File: config.mk
export PLATFORM = sky130hd
export DESIGN_NAME = keypad_scanner
export DESIGN_NICKNAME = d
export VERILOG_FILES = /design/src/rtl/keypad_scanner.sv
export SDC_FILE = /design/constraint.sdc
export NUM_CORES = 1
export LEC_CHECK = 0
export CAP_MARGIN = 20
export CORE_MARGIN = 4
export CORE_UTILIZATION = 45
export DETAILED_ROUTE_END_ITERATION = 8
export PLACE_DENSITY = 0.65
export SETUP_SLACK_MARGIN = 0.5
export SLEW_MARGIN = 40
export SYNTH_ARGS = -nofsm -noshare
export SYNTH_HDL_FRONTEND = slang
export SYNTH_SLANG_ARGS = --single-unit
File: constraint.sdc
create_clock -name clock -period 30.7 [get_ports clock]
set_clock_uncertainty 0.15 [all_clocks]
set_input_delay 3.07 -clock clock [delete_from_list [all_inputs] [get_ports clock]]
set_output_delay 3.07 -clock clock [all_outputs]
set_load 0.03 [all_outputs]
File: src/rtl/keypad_scanner.sv
// 4x4 matrix keypad scanner: column drive, synchronized row sampling, scan debounce.
// Optional auto-repeat pulses on a held key when KEYPAD_REPEAT_EN is defined.
`timescale 1ns/1ps
module keypad_scanner #(
  parameter int SETTLE_CYCLES  = 1000,
  parameter int DEBOUNCE_SCANS = 4,
  parameter int REPEAT_SCANS   = 50
) (
  input  logic       clock,
  input  logic       reset,
  input  logic [3:0] row,
  output logic [3:0] col,
  output logic [3:0] button,
  output logic       is_pressed
);

  localparam int SET_W = (SETTLE_CYCLES > 2) ? $clog2(SETTLE_CYCLES) : 2;
  localparam int DB_W  = $clog2(DEBOUNCE_SCANS + 1);

  localparam logic [1:0] K_NONE   = 2'd0;
  localparam logic [1:0] K_SINGLE = 2'd1;
  localparam logic [1:0] K_MULTI  = 2'd2;

  typedef enum logic [1:0] {S_IDLE, S_DRIVE, S_SAMPLE, S_EVAL} state_t;

  state_t           r_state, w_state_nx;
  logic [1:0]       r_col_idx, w_col_idx_nx;
  logic [SET_W-1:0] r_settle, w_settle_nx;
  logic [3:0]       r_col, w_col_nx;
  logic [3:0]       r_row_p0, r_row_p1;
  logic [15:0]      r_scan;
  logic [4:0]       w_low_cnt;
  logic [3:0]       w_code;
  logic [5:0]       w_res;
  logic [5:0]       r_prev;
  logic [DB_W-1:0]  r_stable;
  logic             w_same, w_accept, w_new_key, w_release;
  logic [3:0]       r_button;
  logic             r_pressed, r_held, r_repress;

  function automatic logic [3:0] key_code(input logic [1:0] r, input logic [1:0] c);
    logic [3:0] code;
    case ({r, c})
      4'b0000: code = 4'h1;
      4'b0001: code = 4'h2;
      4'b0010: code = 4'h3;
      4'b0011: code = 4'hA;
      4'b0100: code = 4'h4;
      4'b0101: code = 4'h5;
      4'b0110: code = 4'h6;
      4'b0111: code = 4'hB;
      4'b1000: code = 4'h7;
      4'b1001: code = 4'h8;
      4'b1010: code = 4'h9;
      4'b1011: code = 4'hC;
      4'b1100: code = 4'h0;
      4'b1101: code = 4'hF;
      4'b1110: code = 4'hE;
      default: code = 4'hD;
    endcase
    return code;
  endfunction

  // Stage p0/p1: two-flop row synchronizer
  always_ff @(posedge clock or posedge reset) begin
    if (reset) begin
      r_row_p0 <= 4'hF;
      r_row_p1 <= 4'hF;
    end else begin
      r_row_p0 <= row;
      r_row_p1 <= r_row_p0;
    end
  end

  always_ff @(posedge clock or posedge reset) begin
    if (reset) begin
      r_state   <= S_IDLE;
      r_col_idx <= 2'd0;
      r_settle  <= '0;
      r_col     <= 4'b1111;
    end else begin
      r_state   <= w_state_nx;
      r_col_idx <= w_col_idx_nx;
      r_settle  <= w_settle_nx;
      r_col     <= w_col_nx;
    end
  end

  // col is registered from the next state so it never glitches between states
  always_comb begin
    w_state_nx   = r_state;
    w_col_idx_nx = r_col_idx;
    w_settle_nx  = r_settle;
    w_col_nx     = 4'b1111;
    case (r_state)
      S_IDLE, S_EVAL: begin
        w_state_nx   = S_DRIVE;
        w_col_idx_nx = 2'd0;
        w_settle_nx  = '0;
      end
      S_DRIVE: begin
        if (r_settle == SET_W'(SETTLE_CYCLES - 1)) w_state_nx = S_SAMPLE;
        else w_settle_nx = r_settle + SET_W'(1);
      end
      S_SAMPLE: begin
        w_settle_nx = '0;
        if (r_col_idx == 2'd3) begin
          w_state_nx = S_EVAL;
        end else begin
          w_state_nx   = S_DRIVE;
          w_col_idx_nx = r_col_idx + 2'd1;
        end
      end
      default: w_state_nx = S_IDLE;
    endcase
    if (w_state_nx == S_DRIVE || w_state_nx == S_SAMPLE)
      w_col_nx = ~(4'b0001 << w_col_idx_nx);
  end

  // Stage scan: one 4-bit row snapshot per column
  always_ff @(posedge clock) begin
    if (r_state == S_SAMPLE) r_scan[{r_col_idx, 2'b00} +: 4] <= r_row_p1;
  end

  always_comb begin
    w_low_cnt = '0;
    w_code    = 4'h0;
    for (int c = 0; c < 4; c++) begin
      for (int r = 0; r < 4; r++) begin
        if (!r_scan[c*4 + r]) begin
          w_low_cnt = w_low_cnt + 5'd1;
          w_code    = key_code(2'(r), 2'(c));
        end
      end
    end
    if (w_low_cnt == 5'd0)      w_res = {K_NONE, 4'h0};
    else if (w_low_cnt == 5'd1) w_res = {K_SINGLE, w_code};
    else                        w_res = {K_MULTI, 4'h0};
  end

  // Accept exactly on the EVAL where the stable count first reaches its target
  assign w_same    = (w_res == r_prev);
  assign w_accept  = (r_state == S_EVAL) &&
                     (w_same ? (r_stable == DB_W'(DEBOUNCE_SCANS - 1))
                             : (DB_W'(DEBOUNCE_SCANS) == DB_W'(1)));
  assign w_new_key = w_accept && (w_res[5:4] == K_SINGLE) &&
                     (!r_held || (r_button != w_res[3:0]));
  assign w_release = w_accept && (w_res[5:4] == K_NONE);

  always_ff @(posedge clock or posedge reset) begin
    if (reset) begin
      r_prev   <= {K_NONE, 4'h0};
      r_stable <= '0;
    end else if (r_state == S_EVAL) begin
      if (w_same) begin
        if (r_stable != DB_W'(DEBOUNCE_SCANS)) r_stable <= r_stable + DB_W'(1);
      end else begin
        r_prev   <= w_res;
        r_stable <= DB_W'(1);
      end
    end
  end

`ifdef KEYPAD_REPEAT_EN
  localparam int RP_W = $clog2(REPEAT_SCANS + 1);

  logic [RP_W-1:0] r_rpt_cnt;
  logic            w_rpt_fire;

  assign w_rpt_fire = (r_state == S_EVAL) && r_held &&
                      (r_rpt_cnt == RP_W'(REPEAT_SCANS - 1));

  always_ff @(posedge clock or posedge reset) begin
    if (reset) begin
      r_rpt_cnt <= '0;
    end else if (w_new_key || w_release) begin
      r_rpt_cnt <= '0;
    end else if (r_state == S_EVAL && r_held) begin
      r_rpt_cnt <= w_rpt_fire ? '0 : r_rpt_cnt + RP_W'(1);
    end
  end
`endif

  // r_repress restores is_pressed one cycle after a key-change or repeat dip
  always_ff @(posedge clock or posedge reset) begin
    if (reset) begin
      r_button  <= 4'h0;
      r_pressed <= 1'b0;
      r_held    <= 1'b0;
      r_repress <= 1'b0;
    end else begin
      if (r_repress) begin
        r_pressed <= 1'b1;
        r_repress <= 1'b0;
      end
      if (w_new_key) begin
        r_button <= w_res[3:0];
        r_held   <= 1'b1;
        if (r_held) begin
          r_pressed <= 1'b0;
          r_repress <= 1'b1;
        end else begin
          r_pressed <= 1'b1;
        end
      end else if (w_release) begin
        r_pressed <= 1'b0;
        r_held    <= 1'b0;
        r_repress <= 1'b0;
      end
`ifdef KEYPAD_REPEAT_EN
      else if (w_rpt_fire) begin
        r_pressed <= 1'b0;
        r_repress <= 1'b1;
      end
`endif
    end
  end

  assign col        = r_col;
  assign button     = r_button;
  assign is_pressed = r_pressed;

endmodule

Word-level counts from Yosys, hierarchy flattened. Index checks and enable logic that the tools add are counted.

Flip-flop bits (word level): 58. Output and inout port bits: 9.

Add/sub/neg operators: 19. Eq/ne operators: 15. Shift operators: 3. Multiplexer cells: 54. Bitwise logic cells: 2. Reduce and logical (&&, ||, !) cells: 16.

Operator list (count): 5-bit by 1-bit adder with 5-bit output (second input constant) (15); 5-bit 2-to-1 mux (15); 4-bit 2-to-1 mux (16); 10-bit case mux with 2 select lines (1); 16-bit bitwise mux (1); 4-bit by 6-bit variable shift with 16-bit output (first input constant) (1); 4-bit by 6-bit indexed part select with 16-bit output (1); 6-bit 2-to-1 mux (2); 1-bit 2-to-1 mux (11); 10-bit by 1-bit adder with 10-bit output (second input constant) (1); 10-bit == test (second input constant) (1); 10-bit 2-to-1 mux (1); 2-bit == test (second input constant) (4); 2-bit by 1-bit == test with 1-bit output (second input constant) (3); 6-bit == test (1); 2-bit 2-to-1 mux (3); 3-bit 2-to-1 mux (2); 4-bit negator with 6-bit output (1); 2-bit case mux with 3 select lines (1); 5-bit by 1-bit == test with 1-bit output (second input constant) (1); 5-bit logical NOT (1); 1-bit logical AND (4); 2-bit logical NOT (2); 4-bit inequality test (1); 17 further kinds (19).

Logic depth before layout (Yosys ltp).
Depth after elaboration: 40. Depth in mapped cells: 52. Depth with buffers taken out: 51.

Least setup slack after synthesis. No wires, ideal clock.

Kind: reg2reg. Start: reg r_scan[1]. End: reg r_button[0] (netlist: button[0]). Library setup time: 0.125 ns. Data arrival time: 9.590 ns. Slack: 20.835 ns. Cell stages (with the launch flop): 52. Path buffers: 1. Cells stage by stage: edfxtp_1 > inv_1 > ha_1 > xnor2_2 > ha_1 > nand2b_1 > nand2_1 > ha_1 > nand2b_1 > nand3_1 > ha_1 > nor2_1 > a41o_1 > inv_2 > ha_1 > nand2_1 > o21ai_0 > ha_1 > (+16 left out) > o31ai_1 > ha_1 > nand2_1 > a21bo_2 > ha_1 > nand2_1 > a21bo_2 > ha_1 > or2_0 > o21ai_0 > o2bb2ai_1 > inv_1 > or2_1 > mux2_4 > or2_0 > buf_2 > nor4b_4 > mux2_4.

Cells in the longest elaborated chain, start to end: 37.

RTL lines: start, declared (RTL line 31) `logic [15:0] r_scan;`; start signal, assigned by index (RTL line 122) `if (r_state == S_SAMPLE) r_scan[{r_col_idx, 2'b00} +: 4] <= r_row_p1;`; 5-bit 2-to-1 mux (RTL line 130) `if (!r_scan[c*4 + r]) begin`; 5-bit by 1-bit adder with 5-bit output (RTL line 131) `w_low_cnt = w_low_cnt + 5'd1;`; 5-bit 2-to-1 mux (RTL line 130); 5-bit by 1-bit adder with 5-bit output (RTL line 131); 5-bit 2-to-1 mux (RTL line 130); 5-bit by 1-bit adder with 5-bit output (RTL line 131); 5-bit 2-to-1 mux (RTL line 130); 5-bit by 1-bit adder with 5-bit output (RTL line 131); (+20 left out); 5-bit 2-to-1 mux (RTL line 130); 5-bit by 1-bit == test with 1-bit output (RTL line 137) `else if (w_low_cnt == 5'd1) w_res = {K_SINGLE, w_code};`; 6-bit 2-to-1 mux (RTL line 137); 6-bit 2-to-1 mux * (RTL line 136) `if (w_low_cnt == 5'd0) w_res = {K_NONE, 4'h0};`; 6-bit == test (RTL line 142) `assign w_same = (w_res == r_prev);`; 1-bit 2-to-1 mux (RTL line 144) `(w_same ? (r_stable == DB_W'(DEBOUNCE_SCANS - 1))`; 1-bit logical AND (RTL line 143) `assign w_accept = (r_state == S_EVAL) &&`; 1-bit logical AND (2 in a row) (RTL line 146) `assign w_new_key = w_accept && (w_res[5:4] == K_SINGLE) &&`; end signal, assigned (RTL line 197) `r_button <= w_res[3:0];`; end, declared (RTL line 38) `logic [3:0] r_button;`.

Mark *: on every way between the ends. The rest lies on a longest branch, timed or not. A chain may end at the register's enable or synchronous reset.

Final worst setup path.
Start: reg r_scan[1]. End: reg r_button[2] (netlist: button[2]).

Same word-level chain as after synthesis.

==> impl_results.rst <==
.. list-table::
   :header-rows: 1

   * - Metric
     - Value
   * - Wire length reported by the detailed router
     - 8.55 mm
   * - Cell family with most CP delay
     - adder cells
   * - Required time reported for the critical path endpoint
     - 30.76 ns
   * - Pin count of the biggest net entering global routing
     - 43
   * - Peak supply drop
     - 0.0308 mV
   * - Worst Hold Endpoint
     - r_row_p1[0]$_DFF_PP1_
   * - Top FF cell, synth
     - dfrtp_1
   * - Total negative setup slack
     - 0 ns
   * - RSZ-0062 raised after global routing
     - false
   * - Asr flop ratio synth
     - 0.724
   * - Area share of the largest cell type after synthesis
     - 0.160
   * - Remaining number of nets flagged by the antenna check after routing
     - 0
   * - LEAKAGE
     - 2.29 nW
   * - Synth top area cells
     - dfrtp_1 16%, edfxtp_1 10%, ha_1 7.7%
   * - H-tree level count
     - 3
   * - Worst Tran Pin Value
     - 0.707 ns
   * - Setup CP Type
     - reg -> reg
   * - Count of cells along the worst register-to-register path
     - 50
   * - Clock latency on the worst-skew pair
     - 0.33 ns
   * - Critical path launch point type
     - register
   * - Share of post-route cells with drive strength above 1
     - 0.122
   * - Pwr/cell area
     - 27.0 mW/mm^2
   * - Fin. max-slew vios
     - 0
   * - Unique masters post-synth
     - 74
   * - Violation count after the first detailed-routing iteration
     - 123
   * - Largest fanout of any net on the critical path
     - 7
   * - I/O Pins
     - 15
   * - Die area
     - 0.0121 mm^2
   * - Dpl cell area
     - 0.00494 mm^2
   * - Final critical delay including setup and external delays
     - 10.78 ns
   * - Net Count, Synth
     - 510
   * - # clock sinks
     - 58
   * - Number of synthesized flops with an enable pin
     - 16
   * - Register-to-Register Setup Slack
     - 19.92 ns
   * - Final Cycle Share
     - 0.351
   * - Class of the tightest hold or removal check
     - reg -> reg
   * - Final HPWL from detailed placement
     - 6.65 mm
   * - Slowest stage delay, CP
     - 0.52 ns
   * - Effective utilization at floorplan
     - 0.471
   * - Setup Viol. Count Final
     - 0
   * - Resize count post-CTS
     - 0
   * - Residual DRC count
     - 0
   * - Number of buffers and inverters on the critical path
     - 3
   * - Total of max-cap violations
     - 0
   * - Biggest area consumer among synthesized cells
     - dfrtp_1
   * - Reg2reg end
     - button[2]$_DFFE_PP0P_
   * - Total non-filler cell area in the finished layout
     - 0.00510 mm^2
   * - Number of warnings reported in the yosys synthesis log
     - 0
   * - Total number of placement rows
     - 36
   * - First-pass GRT wire length
     - 15.4 mm
   * - Sequential share of the synthesized area
     - 0.330
   * - Average vias per placed instance
     - 5.38
   * - Instance count of the mapped netlist
     - 475
   * - Data arrival time of the critical path
     - 10.84 ns
   * - Area of the mapped netlist
     - 0.00469 mm^2
   * - Via count of the routed design
     - 3365
   * - Overflow left after global routing
     - 0
   * - Highest achievable clock rate
     - 92.8 MHz
   * - Antenna cell count
     - 0
   * - Placer Congestion
     - 0.790
   * - Total core area
     - 0.00995 mm^2
   * - Count of final hold-check violations
     - 0
   * - Overall track demand over capacity in global routing
     - 0.158
   * - Launching point of the worst reg2reg path
     - r_scan[1]$_DFFE_PP_
   * - Via count of the first global-routing pass
     - 3354
   * - Chip Height
     - 110 um
   * - Synthesis-stage register bit count
     - 58
   * - Slowest stage cell, crit path
     - nor4b_4
   * - Number of iterations in the first detailed-routing pass
     - 5
   * - CTS Buf Count
     - 9
   * - Average size of a mapped cell
     - 9.87 um^2
   * - Hold-critical path depth
     - 0
   * - Wire length per cell
     - 13.7 um
   * - CP dominant cell by count
     - ha_1
   * - Critical Path Sink Type
     - register
   * - Run status
     - complete, no violations
   * - Final Net Count
     - 523
   * - Initial antenna violation count
     - 0
   * - Die X
     - 110 um
   * - Synth-to-layout area growth
     - 8.73%
   * - Worst slew margin relative to its limit
     - 0.527
   * - Port Buf Inserts
     - 14
   * - TritonCTS clock tree
     - done
   * - Setup fix buffers added after clock tree synthesis
     - 0
   * - Clock transition at the registers of the reported paths
     - 0.06 ns
   * - CTS max path bufs
     - 2
   * - Hold buffer count at CTS
     - 0
   * - Hold wc startpoint
     - r_row_p0[0]$_DFF_PP1_
   * - Cell chosen for the clock root
     - clkbuf_8
how the worst max path moves through the flow:
| stage | start | endpoint | depth (start not counted) |
|---|---|---|---|
| after floorplan | r_scan[1]$_DFFE_PP_ | button[0]$_DFFE_PP0P_ | 51 |
| after global placement | r_scan[1]$_DFFE_PP_ | button[1]$_DFFE_PP0P_ | 50 |
| after detailed placement | r_scan[1]$_DFFE_PP_ | button[2]$_DFFE_PP0P_ | 50 |
| after CTS | r_scan[1]$_DFFE_PP_ | button[2]$_DFFE_PP0P_ | 50 |
| after global routing | r_scan[1]$_DFFE_PP_ | button[2]$_DFFE_PP0P_ | 50 |
| final | r_scan[1]$_DFFE_PP_ | button[2]$_DFFE_PP0P_ | 50 |
power by group:
group | leakage, nW | internal [mW] | total [mW] | switching [mW]
Sequential | 0.649 | 0.0801 | 0.0805 | 0.000356
Clock | 0.0816 | 0.0286 | 0.0554 | 0.0268
Combinational | 1.56 | 0.000775 | 0.00194 | 0.00116
per-layer routing:
layer / track usage / up-vias / part of all wire
met5: 0 / - / 0
met2: 0.253 / 43 / 0.46
met1: 0.218 / 1624 / 0.50
met3: 0.0233 / 8 / 0.024
li1: - / 1690 / -
met4: 0.0534 / 0 / 0.013
cells in the mapped netlist, types with 7 or more instances:
cell / number
ha_1: 29
o21ai_0: 22
nor2_1: 22
xor2_1: 11
nor3_1: 9
dfrtp_1: 30
nand2b_1: 9
and3_1: 7
and2_1: 32
inv_1: 27
clkbuf_1: 7
dfstp_2: 12
a21oi_1: 11
xnor3_1: 8
xnor2_1: 32
edfxtp_1: 16
mux2_2: 7
nand4_1: 8
mux2i_1: 8
nor2b_1: 14
nand3_1: 9
nand2_1: 42
metrics by stage:
step | worst slack, ns | utilization | hold slack [ns] | power [mW] | instances
2_1_floorplan | 20.84 | - | 0.195 | 0.0827 | 475
3_3_place_gp | 20.41 | 0.496 | 0.197 | 0.0839 | 610
3_5_place_dp | 19.98 | 0.496 | 0.197 | 0.0839 | 610
4_1_cts | 19.94 | 0.512 | 0.206 | 0.141 | 626
5_1_grt | 18.98 | 0.512 | 0.208 | 0.144 | 626
6_report | 19.92 | 0.512 | 0.205 | 0.138 | 626
logic make-up (layout without fill, tap and decap cells):
kind of cell / count (synthesis) / count (layout) / synth area share
xor gates and xnor gates: 61 / 61 / 0.161
AOI/OAI and AO/OA: 85 / 85 / 0.129
and+or+nand+nor: 182 / 182 / 0.221
muxes: 19 / 19 / 0.0467
adders and majority gates: 29 / 29 / 0.0774
DFF: 58 / 58 / 0.330
buffers and inverters: 41 / 59 / 0.0350
cell usage in the layout (no fill, tap or decap), types with 5 or more instances in the layout:
| cell type | instances |
|---|---|
| and2_1 | 32 |
| nand2_1 | 42 |
| nor3_1 | 9 |
| edfxtp_1 | 16 |
| mux2i_1 | 8 |
| a21o_1 | 6 |
| nand2b_1 | 9 |
| nand4_1 | 8 |
| clkbuf_8 | 9 |
| nor2b_1 | 14 |
| dfstp_2 | 12 |
| nor3b_1 | 6 |
| xnor2_1 | 32 |
| nor2_1 | 22 |
| and3_1 | 7 |
| xnor3_1 | 8 |
| mux2_2 | 7 |
| a31oi_1 | 6 |
| nand3_1 | 9 |
| dfrtp_1 | 30 |
| ha_1 | 29 |
| xor2_1 | 11 |
| inv_1 | 27 |
| a21oi_1 | 11 |
| o21ai_0 | 22 |
| and2b_1 | 5 |
| clkdlybuf4s50_1 | 14 |
layout make-up:
cell class | instances | area [um^2]
Timing Repair Buffer | 15 | 148
Clock buffer | 12 | 135
Inverter | 28 | 105
Tap cell | 133 | 166
Fill cell | 905 | 4860
Multi-Input combinational cell | 376 | 2980
Clock inverter | 4 | 18.8
Sequential cell | 58 | 1550
registers in the layout, summed over array words and instances (netlist names):
| name | cells |
|---|---|
| r_repress | 1 |
| r_row_p1 | 4 |
| r_held | 1 |
| col | 4 |
| r_prev | 6 |
| r_scan | 16 |
| r_col_idx | 2 |
| r_settle | 10 |
| r_state | 2 |
| r_stable | 3 |
| button | 4 |
| r_row_p0 | 4 |
| is_pressed | 1 |
No activity file was read; power rests on OpenSTA's default activity.
